===== src/rtl/adc_pkg.sv =====
// adc_pkg: shared FSM states, widths and sample packing for the ADC S2MM packer
package adc_pkg;
    localparam int SAMPLE_W = 12;
    localparam int BEAT_W = 32;
    typedef enum logic [1:0] {IDLE, RUN, FINISH, DRAIN} state_t;
    function automatic logic [BEAT_W-1:0] pack_iq(input logic [SAMPLE_W-1:0] i, input logic [SAMPLE_W-1:0] q);
        return {{(16-SAMPLE_W){q[SAMPLE_W-1]}}, q, {(16-SAMPLE_W){i[SAMPLE_W-1]}}, i};
    endfunction
endpackage


===== src/rtl/sync_fifo.sv =====
// sync_fifo: synchronous FIFO with a registered output stage; total capacity DEPTH including the output register
module sync_fifo #(
    parameter int WIDTH = 33,
    parameter int DEPTH = 16
) (
    input  logic             clk,
    input  logic             rst,
    input  logic             wr_en,
    input  logic [WIDTH-1:0] wr_data,
    output logic             full,
    output logic             empty,
    input  logic             rd_ready,
    output logic             rd_valid,
    output logic [WIDTH-1:0] rd_data
);
    localparam int AW = $clog2(DEPTH);
    logic [WIDTH-1:0] mem_q [DEPTH];
    logic [WIDTH-1:0] mem_d [DEPTH];
    logic [AW-1:0] wr_ptr_q, wr_ptr_d, rd_ptr_q, rd_ptr_d;
    logic [AW:0] cnt_q, cnt_d;
    logic [WIDTH-1:0] out_q, out_d;
    logic out_vld_q, out_vld_d;
    logic wr, pop, load, mem_empty, bypass;
    assign full = cnt_q == (AW+1)'(DEPTH);
    assign empty = cnt_q == '0;
    assign rd_valid = out_vld_q;
    assign rd_data = out_q;
    // Refill the output register from memory, or straight from the input when memory is empty
    always_comb begin
        wr = wr_en && !full;
        pop = out_vld_q && rd_ready;
        load = !out_vld_q || pop;
        mem_empty = (cnt_q - (AW+1)'(out_vld_q)) == '0;
        bypass = load && mem_empty && wr;
        mem_d = mem_q;
        wr_ptr_d = wr_ptr_q;
        rd_ptr_d = rd_ptr_q;
        out_d = out_q;
        out_vld_d = out_vld_q;
        if (wr && !bypass) begin
            mem_d[wr_ptr_q] = wr_data;
            wr_ptr_d = wr_ptr_q + 1'b1;
        end
        if (load) begin
            out_vld_d = !mem_empty || wr;
            if (!mem_empty) begin
                out_d = mem_q[rd_ptr_q];
                rd_ptr_d = rd_ptr_q + 1'b1;
            end else if (wr) begin
                out_d = wr_data;
            end
        end
        cnt_d = cnt_q + (AW+1)'(wr) - (AW+1)'(pop);
    end
    // Pointers, occupancy and output stage
    always_ff @(posedge clk) begin
        if (rst) begin
            wr_ptr_q <= '0;
            rd_ptr_q <= '0;
            cnt_q <= '0;
            out_q <= '0;
            out_vld_q <= 1'b0;
        end else begin
            wr_ptr_q <= wr_ptr_d;
            rd_ptr_q <= rd_ptr_d;
            cnt_q <= cnt_d;
            out_q <= out_d;
            out_vld_q <= out_vld_d;
        end
    end
    // Storage array, contents need no reset
    always_ff @(posedge clk) begin
        mem_q <= mem_d;
    end
endmodule


===== src/rtl/adc_s2mm_packer.sv =====
// adc_s2mm_packer: packs AD9361 I/Q samples into fixed-length AXI-Stream packets for an S2MM DMA
module adc_s2mm_packer
    import adc_pkg::*;
#(
    parameter int PKT_LEN = 1024,
    parameter int FIFO_DEPTH = 16
) (
    input  logic        clk,
    input  logic        rst,
    input  logic        enable,
    input  logic        adc_valid,
    input  logic [11:0] adc_i,
    input  logic [11:0] adc_q,
    output logic [31:0] m_axis_tdata,
    output logic [3:0]  m_axis_tkeep,
    output logic        m_axis_tlast,
    output logic        m_axis_tvalid,
    input  logic        m_axis_tready,
    output logic [15:0] overflow_cnt,
    output logic        busy
);
    localparam int CW = $clog2(PKT_LEN);
    state_t state_q, state_d;
    logic [CW-1:0] beat_q, beat_d;
    logic [15:0] ovf_q, ovf_d;
    logic window, wr, drop, last, fifo_full, fifo_empty;
    assign m_axis_tkeep = 4'hF;
    assign overflow_cnt = ovf_q;
    assign busy = state_q != IDLE;
    // Accept/drop decision, beat counter and saturating overflow count
    always_comb begin
        window = state_q == RUN || (state_q == FINISH && beat_q != '0);
        wr = window && adc_valid && !fifo_full;
        drop = window && adc_valid && fifo_full;
        last = beat_q == CW'(PKT_LEN - 1);
        beat_d = wr ? (last ? '0 : beat_q + 1'b1) : beat_q;
        ovf_d = (drop && ovf_q != 16'hFFFF) ? ovf_q + 16'd1 : ovf_q;
    end
    // Next state: FINISH pads out the open packet, DRAIN empties the buffer
    always_comb begin
        state_d = state_q;
        case (state_q)
            IDLE:    state_d = enable ? RUN : IDLE;
            RUN:     state_d = enable ? RUN : FINISH;
            FINISH:  state_d = (beat_q == '0 || (wr && last)) ? DRAIN : FINISH;
            default: state_d = fifo_empty ? IDLE : DRAIN;
        endcase
    end
    // State, beat counter and overflow registers
    always_ff @(posedge clk) begin
        if (rst) begin
            state_q <= IDLE;
            beat_q <= '0;
            ovf_q <= '0;
        end else begin
            state_q <= state_d;
            beat_q <= beat_d;
            ovf_q <= ovf_d;
        end
    end
    sync_fifo #(.WIDTH(BEAT_W + 1), .DEPTH(FIFO_DEPTH)) u_fifo (
        .clk      (clk),
        .rst      (rst),
        .wr_en    (wr),
        .wr_data  ({last, pack_iq(adc_i, adc_q)}),
        .full     (fifo_full),
        .empty    (fifo_empty),
        .rd_ready (m_axis_tready),
        .rd_valid (m_axis_tvalid),
        .rd_data  ({m_axis_tlast, m_axis_tdata})
    );
endmodule


===== config.mk =====
export PLATFORM = sky130hd
export DESIGN_NAME = adc_s2mm_packer
export DESIGN_NICKNAME = d
export VERILOG_FILES = /design/src/rtl/adc_pkg.sv /design/src/rtl/sync_fifo.sv /design/src/rtl/adc_s2mm_packer.sv
export SDC_FILE = /design/constraint.sdc
export NUM_CORES = 1
export LEC_CHECK = 0
export BUFFER_PORTS_ARGS = -buffer_cell sky130_fd_sc_hd__buf_4
export CAP_MARGIN = 20
export CORE_AREA = 2 2 210 171
export DETAILED_ROUTE_END_ITERATION = 7
export DIE_AREA = 0 0 212 173
export MAX_ROUTING_LAYER = met4
export PLACE_DENSITY = 0.86
export SYNTH_ARGS = -nofsm -noshare
export SYNTH_HDL_FRONTEND = slang
export SYNTH_SLANG_ARGS = --single-unit

===== constraint.sdc =====
create_clock -name clk -period 3.9 [get_ports clk]
set_input_delay 0.195 -clock clk [delete_from_list [all_inputs] [get_ports clk]]
set_output_delay 0.195 -clock clk [all_outputs]
set_load 0.005 [all_outputs]

==> results_dict.tcl <==
set metrics [dict create \
    fp-row-count 61 \
    die_width_um 212 \
    tightest_slew_ns 1.07 \
    synth-xor-area-share_pct 0.793 \
    synth-simple-area-share_pct 5.38 \
    io_pins 84 \
    ant_nets 0 \
    timing.rr.end "u_fifo.mem_q[70]" \
    vias 10955 \
    rsz0062_at_grt "no" \
    tns_ns 0 \
    grt_pass1_wl_mm 67.1 \
    end_kind "register" \
    holdCritPathClass "input port to register" \
    syn_to_final_growth_pct 15.2 \
    numCtsBuffers 44 \
    final_common_cell "edfxtp_1" \
    final_nets 1248 \
    leakage_nw 7.06 \
    layout.cells.non_filler 1708 \
    synth_top_flop_cell "edfxtp_1" \
    power_switching_w 0.00340 \
    synthMuxAreaShare_pct 12.0 \
    post_drt_wl_per_cell_um 25.9 \
    yosys.area.top_type_share_pct 64.0 \
    cp-start-kind "register" \
    synthArstFlopShare_pct 0 \
    crit_path_max_incr_delay_ns 0.67 \
    maxCapViolCount 0 \
    n_antenna_cell 0 \
    place_ws_ns 0.690 \
    clock.fmax_ghz 0.300 \
    critical_path.most_common_cell "buf_4" \
    finalWorstSetupSlack_ns 0.567 \
    cp_max_fo 14 \
    synth_compound_area_share_pct 6.51 \
    synth.distinct_cells 61 \
    grtUsageTotal_pct 25.2 \
    synth_top_family_by_area "multiplexers" \
    die_area_um2 36700 \
    finalCritPeriodShare_pct 85.5 \
    required_ns 4.12 \
    cts_tree "done" \
    status "complete, no violations" \
    reg2reg_depth 9 \
    crit_type "register to register" \
    yosys.area.top_type "edfxtp_1" \
    synthCells 1080 \
    slew_viol_final 0 \
    wirelength_mm 44.2 \
    antenna_found_initial 0 \
    clock_sinks 467 \
    portBuffers 79 \
    p_int_w 0.00939 \
    overflow 0 \
    power_frac_seq_pct 46.0 \
    setup_violations 0 \
    syn-mean-instance-area_um2 17.4 \
    ys_top_cells_by_area "edfxtp_1 64%, mux4_2 9.1%, dfxtp_1 7.1%" \
    placed_area_um2 19900 \
    ys_seq_elements 467 \
    cts_hold_buf 22 \
    grt_pass1_vias 10824 \
    synthAdderAreaFrac_pct 1.31 \
    whs_path_depth 1 \
    whs_endpoint "u_fifo.mem_q[249]" \
    path_cells "inv_1 -> ha_1 -> nor2b_1 -> nor4_1 -> nand4_2 -> buf_4 -> nand3_1 -> nor2_2 -> buf_4" \
    r2r_start "u_fifo.cnt_q[1]" \
    hold_viol_final 0 \
    synth_enable_flop_cells 400 \
    dp_hpwl_mm 26.1 \
    coreArea_um2 34400 \
    switching_share_pct 26.6 \
    clk_path_buf_depth 3 \
    die_y_um 173 \
    dr.first_iter.drc_count 1553 \
    insertion_delay_ns 0.56 \
    synth_warnings 0 \
    ys_seq_area_share_pct 71.1 \
    dr.pass1.iters 6 \
    relSlewSlack_pct 28.5 \
    cts-root-buf "clkbuf_16" \
    layout-drive-gt1-share_pct 24.2 \
    viasPerCell 6.41 \
    min_period_ns 3.33 \
    clock_skew_ns 0.0260 \
    slowest_stage "nor2_2" \
    ir_drop_mv 0.323 \
    crit_arrival_ns 3.56 \
    r2r_slack_ns 0.57 \
    stdcell_area_um2 21600 \
    dp_cells 1604 \
    cts.reportedPaths.clkPinSlew_ns 0.06 \
    final_cell_mix "400 x edfxtp_1, 116 x buf_4, 76 x mux4_2" \
    cts.htree.levels 2 \
    p_total_w 0.0128 \
    p_comb_share_pct 20.1 \
    min_from "adc_q[2]" \
    pwr-share-clk_pct 33.9 \
    grt_max_degree 40 \
    place_congestion 0.826 \
    syn-cell-area_um2 18800 \
    postCtsSetupBuffers 0 \
    p_per_area_nw_per_um2 592 \
    cts_resized 0 \
    drc 0 \
    floorplan.initialDensity_pct 54.5 \
]
## through the flow
stage	hold WS (ns)	util, %
6_report	0.0270	62.8
3_3_place_gp	0.451	57.8
5_1_grt	0.0168	62.8
4_1_cts	0.00181	62.8
3_5_place_dp	0.450	57.9
2_1_floorplan	0.294	-
## layout make-up
cell class              count  area [um2]
fillers                  2276       12800
flip-flops and latches    467       13400
well taps                 472         591
clock inverters            18         203
repair buffers            142        1140
inverters                  30         113
clock buffers              64        1270
multi-input cells         515        4930
## routing by layer
metal / GRT usage (%) / vias to the layer above / wire [um]
li1: - / 4571 / -
met1: 34.9 / 5508 / 17300
met2: 38.6 / 741 / 20900
met3: 4.47 / 135 / 4570
met4: 7.63 / 0 / 1350
met5: - / - / 0
## cells by family after synthesis
family	after synthesis
xor gates and xnor gates	17
buffers and inverters	101
muxes	129
and+or+nand+nor	187
other	1
adders and majority gates	19
AOI/OAI and AO/OA	159
DFF	467
## how the worst max path moves through the flow
| stage | end | cells past startpoint | slack [ns] | from |
|---|---|---|---|---|
| floorplan | u_fifo.mem_q[495] | 7 | 0.11 | u_fifo.cnt_q[2] |
| global placement | u_fifo.mem_q[417] | 8 | 0.69 | u_fifo.cnt_q[1] |
| detailed placement | u_fifo.mem_q[71] | 9 | 0.69 | u_fifo.cnt_q[1] |
| CTS | u_fifo.mem_q[70] | 9 | 0.61 | u_fifo.cnt_q[1] |
| global route | u_fifo.mem_q[105] | 9 | 0.39 | u_fifo.cnt_q[1] |
| finish | u_fifo.mem_q[70] | 9 | 0.57 | u_fifo.cnt_q[1] |
## power by group through the flow
stage               Combinational [W]  Clock, W  Sequential (W)
finish                        0.00258   0.00433         0.00589
global route                  0.00278   0.00457         0.00591
CTS                           0.00257   0.00439         0.00589
detailed placement            0.00252         0         0.00598
global placement              0.00243         0         0.00597
floorplan                     0.00182         0         0.00584
## worst max-delay path, delay by kind of cell (launching register included)
kind          cells  cell delay (ns)
fa+ha+maj         1             0.24
simple gates      5             1.43
buf+inv           3             0.86
flops             1             0.48
## flip-flops by register name (all words and copies together) (netlist names)
name and cells:
u_fifo.mem_q 400, u_fifo.rd_data 25, overflow_cnt 16, beat_q 10, u_fifo.cnt_q 5, u_fifo.rd_ptr_q 4
u_fifo.wr_ptr_q 4, state_q 2, u_fifo.rd_valid 1
## Yosys cell counts (5+ instances only)
cell type and n:
buf_4 18, dfxtp_1 67, a221o_1 13, nor2_1 41, nor2b_1 13, and3_1 8, o21ai_1 15, o31ai_1 9
nand4_1 6, xor2_1 5, ha_1 18, buf_6 9, a2111oi_2 6, or3_1 7, a22o_1 17, and4_1 5
nor3_1 33, clkbuf_1 16, inv_1 29, a21oi_1 23, buf_2 23, xnor2_1 12, nand3_1 19, a31oi_1 12
nand2_1 20, nand2b_1 7, edfxtp_1 400, or4_1 10, and2_1 5, a22oi_1 40, mux4_2 76, mux2i_1 51
a211oi_1 8
Power figures use the tool's default switching activity.
